**src/rtl/video_vram_arbiter.sv**
```systemverilog
// video_vram_arbiter
//   Time-shares one single-port 16-bit x 8K video RAM between the display
//   fetch path and the CPU byte bus. Display normally wins. A CPU request
//   that has been denied MAX_WAIT consecutive cycles steals the slot, and the
//   display receives that slot's RAM word with oDispValid=0 ("snow").
//
//   Slot timeline: arbitration at edge E registers the RAM command, the RAM
//   samples it at E+1, and read data is captured at E+2.
//
//   Ports
//     iClk, iRstN                   clock, asynchronous active-low reset
//     iDispReq/iDispAddr            display word fetch request
//     oDispData/oDispValid          fetched word, 2 cycles after the request
//     iCpuReq/iCpuWr/iCpuAddr/iCpuWrData   CPU byte request (level, held to ack)
//     oCpuRdData/oCpuAck            read byte / one-cycle completion pulse
//     oRamAddr/oRamWe/oRamBe/oRamWrData    RAM command (registered)
//     iRamRdData                    RAM read data, 1-cycle latency
//
//   Optional build macro VRAM_WR_POST_EN: CPU writes are accepted into a
//   one-entry post buffer and acked at E+1; the buffer then drains to RAM
//   under the normal priority and wait rules.
module video_vram_arbiter #(
    parameter int unsigned MAX_WAIT = 8,
    parameter int unsigned WAIT_W   = 8
) (
    input  logic        iClk,
    input  logic        iRstN,
    input  logic        iDispReq,
    input  logic [12:0] iDispAddr,
    output logic [15:0] oDispData,
    output logic        oDispValid,
    input  logic        iCpuReq,
    input  logic        iCpuWr,
    input  logic [13:0] iCpuAddr,
    input  logic [7:0]  iCpuWrData,
    output logic [7:0]  oCpuRdData,
    output logic        oCpuAck,
    output logic [12:0] oRamAddr,
    output logic        oRamWe,
    output logic [1:0]  oRamBe,
    output logic [15:0] oRamWrData,
    input  logic [15:0] iRamRdData
);

    localparam logic [WAIT_W-1:0] WAIT_MAX = WAIT_W'(MAX_WAIT);

    logic [WAIT_W-1:0] wait_q, wait_d;
    logic        s1_disp_q, s1_disp_d, s1_steal_q, s1_steal_d;
    logic        s1_rd_q, s1_rd_d, s1_lsb_q, s1_lsb_d;
    logic        s2_disp_q, s2_steal_q, s2_rd_q, s2_lsb_q;
    logic [15:0] disp_data_q, disp_data_d;
    logic        disp_valid_q;
    logic [7:0]  cpu_rd_q, cpu_rd_d;
    logic        ack_q, ack_d;
    logic [12:0] ram_addr_q, ram_addr_d;
    logic        ram_we_q, ram_we_d;
    logic [1:0]  ram_be_q, ram_be_d;
    logic [15:0] ram_wd_q, ram_wd_d;

    logic        cpu_busy, cpu_src, cpu_pend, op_wr;
    logic [13:0] op_addr;
    logic [7:0]  op_data;
    logic        steal, cpu_grant, disp_win;

`ifdef VRAM_WR_POST_EN
    logic        buf_q, buf_d;
    logic [13:0] buf_addr_q, buf_addr_d;
    logic [7:0]  buf_data_q, buf_data_d;
    logic        accept_wr;
`endif

    always_comb begin
`ifdef VRAM_WR_POST_EN
        // The buffered write is the CPU-side contender; a read is only
        // considered once the buffer is empty so it cannot overtake it.
        cpu_busy  = s1_rd_q | s2_rd_q | ack_q;
        accept_wr = iCpuReq & iCpuWr & ~cpu_busy & ~buf_q;
        cpu_src   = buf_q | iCpuReq;
        cpu_pend  = buf_q | (iCpuReq & ~iCpuWr & ~cpu_busy & ~buf_q);
        op_wr     = buf_q;
        op_addr   = buf_q ? buf_addr_q : iCpuAddr;
        op_data   = buf_data_q;
`else
        // ram_we_q marks a write granted last edge (its ack is due now);
        // ack_q blocks the cycle after the ack so a held request is ignored.
        cpu_busy  = s1_rd_q | ram_we_q | s2_rd_q | ack_q;
        cpu_src   = iCpuReq;
        cpu_pend  = iCpuReq & ~cpu_busy;
        op_wr     = iCpuWr;
        op_addr   = iCpuAddr;
        op_data   = iCpuWrData;
`endif
        steal     = cpu_pend & (wait_q == WAIT_MAX);
        cpu_grant = steal | (cpu_pend & ~iDispReq);
        disp_win  = iDispReq & ~steal;

        if (!cpu_src || cpu_grant)
            wait_d = '0;
        else if (cpu_pend && wait_q != WAIT_MAX)
            wait_d = wait_q + 1'b1;
        else
            wait_d = wait_q;

        s1_disp_d  = disp_win;
        s1_steal_d = iDispReq & cpu_grant;
        s1_rd_d    = cpu_grant & ~op_wr;
        s1_lsb_d   = op_addr[0];

        ram_addr_d = ram_addr_q;
        ram_wd_d   = ram_wd_q;
        ram_we_d   = cpu_grant & op_wr;
        ram_be_d   = '0;
        if (disp_win)
            ram_addr_d = iDispAddr;
        else if (cpu_grant)
            ram_addr_d = op_addr[13:1];
        if (cpu_grant && op_wr) begin
            ram_be_d = op_addr[0] ? 2'b01 : 2'b10;
            ram_wd_d = {op_data, op_data};
        end

        disp_data_d = (s2_disp_q | s2_steal_q) ? iRamRdData : disp_data_q;
        cpu_rd_d    = cpu_rd_q;
        if (s2_rd_q)
            cpu_rd_d = s2_lsb_q ? iRamRdData[7:0] : iRamRdData[15:8];

`ifdef VRAM_WR_POST_EN
        ack_d      = accept_wr | s2_rd_q;
        buf_d      = buf_q;
        buf_addr_d = buf_addr_q;
        buf_data_d = buf_data_q;
        if (buf_q && cpu_grant)
            buf_d = 1'b0;
        if (accept_wr) begin
            buf_d      = 1'b1;
            buf_addr_d = iCpuAddr;
            buf_data_d = iCpuWrData;
        end
`else
        ack_d = ram_we_q | s2_rd_q;
`endif
    end

    always_ff @(posedge iClk or negedge iRstN) begin
        if (!iRstN) begin
            wait_q       <= '0;
            s1_disp_q    <= 1'b0;
            s1_steal_q   <= 1'b0;
            s1_rd_q      <= 1'b0;
            s1_lsb_q     <= 1'b0;
            s2_disp_q    <= 1'b0;
            s2_steal_q   <= 1'b0;
            s2_rd_q      <= 1'b0;
            s2_lsb_q     <= 1'b0;
            disp_data_q  <= '0;
            disp_valid_q <= 1'b0;
            cpu_rd_q     <= '0;
            ack_q        <= 1'b0;
            ram_addr_q   <= '0;
            ram_we_q     <= 1'b0;
            ram_be_q     <= '0;
            ram_wd_q     <= '0;
`ifdef VRAM_WR_POST_EN
            buf_q        <= 1'b0;
            buf_addr_q   <= '0;
            buf_data_q   <= '0;
`endif
        end else begin
            wait_q       <= wait_d;
            s1_disp_q    <= s1_disp_d;
            s1_steal_q   <= s1_steal_d;
            s1_rd_q      <= s1_rd_d;
            s1_lsb_q     <= s1_lsb_d;
            s2_disp_q    <= s1_disp_q;
            s2_steal_q   <= s1_steal_q;
            s2_rd_q      <= s1_rd_q;
            s2_lsb_q     <= s1_lsb_q;
            disp_data_q  <= disp_data_d;
            disp_valid_q <= s2_disp_q;
            cpu_rd_q     <= cpu_rd_d;
            ack_q        <= ack_d;
            ram_addr_q   <= ram_addr_d;
            ram_we_q     <= ram_we_d;
            ram_be_q     <= ram_be_d;
            ram_wd_q     <= ram_wd_d;
`ifdef VRAM_WR_POST_EN
            buf_q        <= buf_d;
            buf_addr_q   <= buf_addr_d;
            buf_data_q   <= buf_data_d;
`endif
        end
    end

    assign oDispData  = disp_data_q;
    assign oDispValid = disp_valid_q;
    assign oCpuRdData = cpu_rd_q;
    assign oCpuAck    = ack_q;
    assign oRamAddr   = ram_addr_q;
    assign oRamWe     = ram_we_q;
    assign oRamBe     = ram_be_q;
    assign oRamWrData = ram_wd_q;

endmodule

```
**config.mk**
```make
export PLATFORM = sky130hd
export DESIGN_NAME = video_vram_arbiter
export DESIGN_NICKNAME = d
export VERILOG_FILES = /design/src/rtl/video_vram_arbiter.sv
export SDC_FILE = /design/constraint.sdc
export NUM_CORES = 1
export LEC_CHECK = 0
export ABC_AREA = 0
export ABC_CLOCK_PERIOD_IN_PS = 3000
export CAP_MARGIN = 15
export CORE_MARGIN = 3
export CORE_UTILIZATION = 44
export CTS_BUF_LIST = sky130_fd_sc_hd__clkbuf_2
export DETAILED_ROUTE_END_ITERATION = 12
export PLACE_DENSITY = 0.83
export SKIP_LAST_GASP = 1
export SYNTH_ARGS = -nofsm -noshare
export SYNTH_HDL_FRONTEND = slang
export SYNTH_SLANG_ARGS = --single-unit
```
**constraint.sdc**
```tcl
create_clock -name iClk -period 3 [get_ports iClk]
set_clock_uncertainty 0.2 [all_clocks]
set_input_delay 0.6 -clock iClk [delete_from_list [all_inputs] [get_ports iClk]]
set_output_delay 0.6 -clock iClk [all_outputs]
set_load 0.1 [all_outputs]
```
==> results.txt <==
The net count after synthesis is 279, and the antenna diode count is 0. The first detailed-routing pass ran for 4 iterations. The count of cell types in the netlist came out at 34. Sorting the synthesized cells by area gives the leading types as dfrtp_1, mux2_2, a221o_1.

At the end of routability-driven placement, the weighted congestion stood at 0.929. Root buffer cell: clkbuf_2. The worst setup path is captured at a flip-flop. Data arrives at the worst endpoint at 2.78 ns. For this block, the routed nets add up to 6.58 mm of wire.

The run gives 0 as the final global-route overflow total. The tools report the post-CTS setup buffer count as 0. Across all setup checks in the final design, the least slack found is 0.440 ns. In this run the static leakage power is 1.77 nW.

The tools report the final design instance area without fill as 3920 um2. The count of pins over their slew limit came out at 0. The cell area after synthesis is 2770 um2, and the number of remaining DRC errors is 0. The fraction of layout cells with a size suffix above 1 is 0.318.

dfrtp_1 is the most common cell in the netlist. By count the netlist is led by dfrtp_1, mux2_2, a21oi_1, nor2_1, a221o_1. In the synthesized netlist the dominant register cell turns out to be dfrtp_1. TritonCTS built the clock tree. Cell internal power was estimated by the tool at 0.00160 W. Classification of the worst setup path: flip-flop to flip-flop.

CTS saw 66 sinks. The final-report hold violation count was 0; the fraction of the cycle the final worst path needs was 0.853. At the worst endpoint, the required time is 3.22 ns.

For this run, the top clock speed supported by timing is 0.391 GHz. The remaining antenna violation count after routing is 0. The cell family contributing the most delay on the critical path is simple AND/OR/NAND/NOR gates. The maximum clock insertion buffer count was 2; the number of I/O port buffers was 113. The final core utilization is 0.650. Of all nets on the critical path, the largest fanout is 18.

The cell row count is 28, and the hold-critical path depth is 0. The total power divided by cell area works out to 811 nW/um2. The die is 85.4 um tall. Dividing the detail-routed wire length by the instance count gives 16.0 um. The run gives 0 as the number of failing setup endpoints in the final timing report. For the final routed database, the setup TNS stands at 0 ns.

The run gives 0.00158 W as the net switching power of the design. The clock tree synthesis step divided the H-tree into 3 levels. The die footprint was 7290 um2.

The combined global-route utilization of all metal layers was 0.187. Number of enable flip-flop cells after synthesis: 0. The first global-routing pass estimated 10.7 mm of wire. In this run, the number of DRC markers left after iteration 0 of detailed routing was 105. For this run, the slowest stage of the critical path takes 0.73 ns.

Counting buffers and inverters, the worst setup path is 4 cells deep. TritonCTS created 9 clock buffers. The total buffers and inverters traversed by the critical path is 0, and the part of the power in combinational logic is 0.477. The tools report the fraction of power consumed by the clock network as 0.185. Setup repair after global routing left no endpoint under its margin. VDD sags by at most 0.000726 V. After clock tree synthesis, the clock-pin slew on the worst setup and hold paths is 0.17 ns. Counting the fill cells in the layout gives 491.

The net count of the finished layout is 389. For the number of global-route vias before repair, the log shows 2213. The dominant cell type by area after synthesis was dfrtp_1. For the pin with the worst max-slew slack, the measured transition is 0.957 ns.

Using the TritonRoute via totals, the vias-per-cell ratio works out to 5.21. The post-placement setup slack is 0.268 ns, and the minimum clock period is 2.56 ns. The post-synthesis to final-layout area growth is 41.4%. The flow ran to the end, and the final reports show no timing, DRC or antenna violations. The fraction of power spent switching nets was 0.496.

The half-perimeter wire length after placement is 4.90 mm. The share of flip-flops with an asynchronous set or reset after synthesis was 1.00; the number of warnings printed during yosys synthesis was 0. After technology mapping, the gate count stands at 221. Once layout is complete, the cells apart from fillers number 411.

The critical path goes through nor4_4 -> nand2_2 -> nor2_1 -> a221o_1. The tool flagged a number of max-cap violations equal to 0. In this run, placement finished with an instance count of 394.

The worst slew margin relative to its limit was 0.362. The share of power burned in registers was 0.338. Averaged over all synthesized cells, the footprint is 12.5 um2.

The number of synthesized register bits is 66, and the insertion delay of the later-clocked pin in the worst-skew pair is 0.48 ns. For the via count, the log shows 2141. The region available for standard cell placement spans 6030 um2.

The path class of the tightest hold or removal check is flip-flop to flip-flop. For the effective utilization at floorplan, the log shows 0.460. The worst setup path is launched from a flip-flop. The fraction of synthesized cell area taken by the top area cell type came out at 0.596. The slowest stage of the critical path is the nor2_1 cell. Measured in cells, the most critical reg-to-reg path has a length of 4. The placement-stage cell area came out at 3780 um2. The maximum number of pins on one net before global-route repair came out at 39. The die is 85.4 um wide. The count of pins on the block boundary came out at 114. The logs give 0 for the number of antenna violations at the first check in global routing and 0.596 for the share of the yosys chip area belonging to registers.
## state kept, by name, summed over array words and instances (netlist names), 2 cells and up
name,count
oDispData,16
oRamAddr,13
oCpuRdData,8
oRamWrData,8
wait_q,8
oRamBe,2
## power groups by stage
stage | combinational [W] | sequential [W] | clock (W)
3_5_place_dp | 0.00152 | 0.00109 | 0
2_1_floorplan | 0.000432 | 0.00185 | 0
5_1_grt | 0.00155 | 0.00109 | 0.000633
6_report | 0.00152 | 0.00107 | 0.000586
3_3_place_gp | 0.00151 | 0.00109 | 0
4_1_cts | 0.00152 | 0.00108 | 0.000599
## cells by family (layout without fill, tap and decap cells)
group / after synthesis / count (layout) / share of synthesized area
compound gates: 35 / 35 / 0.0903
xor+xnor: 1 / 1 / 0.00316
fa+ha+maj: 2 / 2 / 0.00903
buf+inv: 24 / 139 / 0.0488
flops: 66 / 66 / 0.596
mux: 32 / 32 / 0.126
simple gates: 61 / 61 / 0.126
## layout make-up
class	instances	area, um2	area share
sequential	66	1650	0.422
clock inverter	6	81.3	0.0208
clock buffer	10	50.0	0.0128
inverter	4	15.0	0.00383
tap	75	93.8	0.0240
multi-input combinational	131	985	0.251
timing repair buffer	119	1040	0.266
## metrics by stage
step / hold slack, ns / power [W]
detailed placement: 0.136 / 0.00261
global route: 0.177 / 0.00328
finish: 0.170 / 0.00318
floorplan: 0.104 / 0.00228
global placement: 0.133 / 0.00260
CTS: 0.172 / 0.00320
## routing by layer
metal | up-vias | routed length (um) | share of wire | track usage
met3 | 8 | 524 | 0.080 | 0.0485
li1 | 998 | - | - | -
met2 | 98 | 3220 | 0.49 | 0.311
met4 | 0 | 94 | 0.014 | 0.0705
met1 | 1037 | 2750 | 0.42 | 0.235
met5 | - | 0 | 0 | 0
## worst register-to-register path, cell delays in order, from the launching register on
cell and delay, ns:
dfrtp_1 0.63, nor4_4 0.45, nand2_2 0.23, nor2_1 0.73, a221o_1 0.28
## worst paths after layout
kind                       slack, ns      start              to
min                             0.17  s1_disp_q       s2_disp_q
max                             0.44    s2_rd_q    oRamAddr[11]
min in group asynchronous       0.46      iRstN  oRamWrData[10]
max reg2reg                     0.44    s2_rd_q    oRamAddr[11]
min reg2reg                     0.17  s1_disp_q       s2_disp_q
max in group asynchronous       1.51      iRstN        s2_lsb_q
## cells in the final DEF, fill, tap and decap left out, types with 2 or more instances in the layout
cell type and n:
a221o_1 13, buf_4 62, nand4b_1 2, clkinv_2 2
ha_1 2, and2_0 8, nor2_1 15, clkdlybuf4s50_1 54
nand3_1 6, mux2i_1 8, o21ai_0 2, nand2_1 8
inv_1 4, a31oi_1 2, mux2_2 24, nor3_1 2
a21oi_1 15, clkbuf_2 10, nand4_1 2, nor3b_1 2
bufinv_16 2, and2_1 8, dfrtp_1 66
## timing repair
action                                 in CTS  in global routing
resized for setup                           0                  0
endpoints found under the hold margin      28                  0
hold buffers                                1                  0
Power figures use the tool's default switching activity.
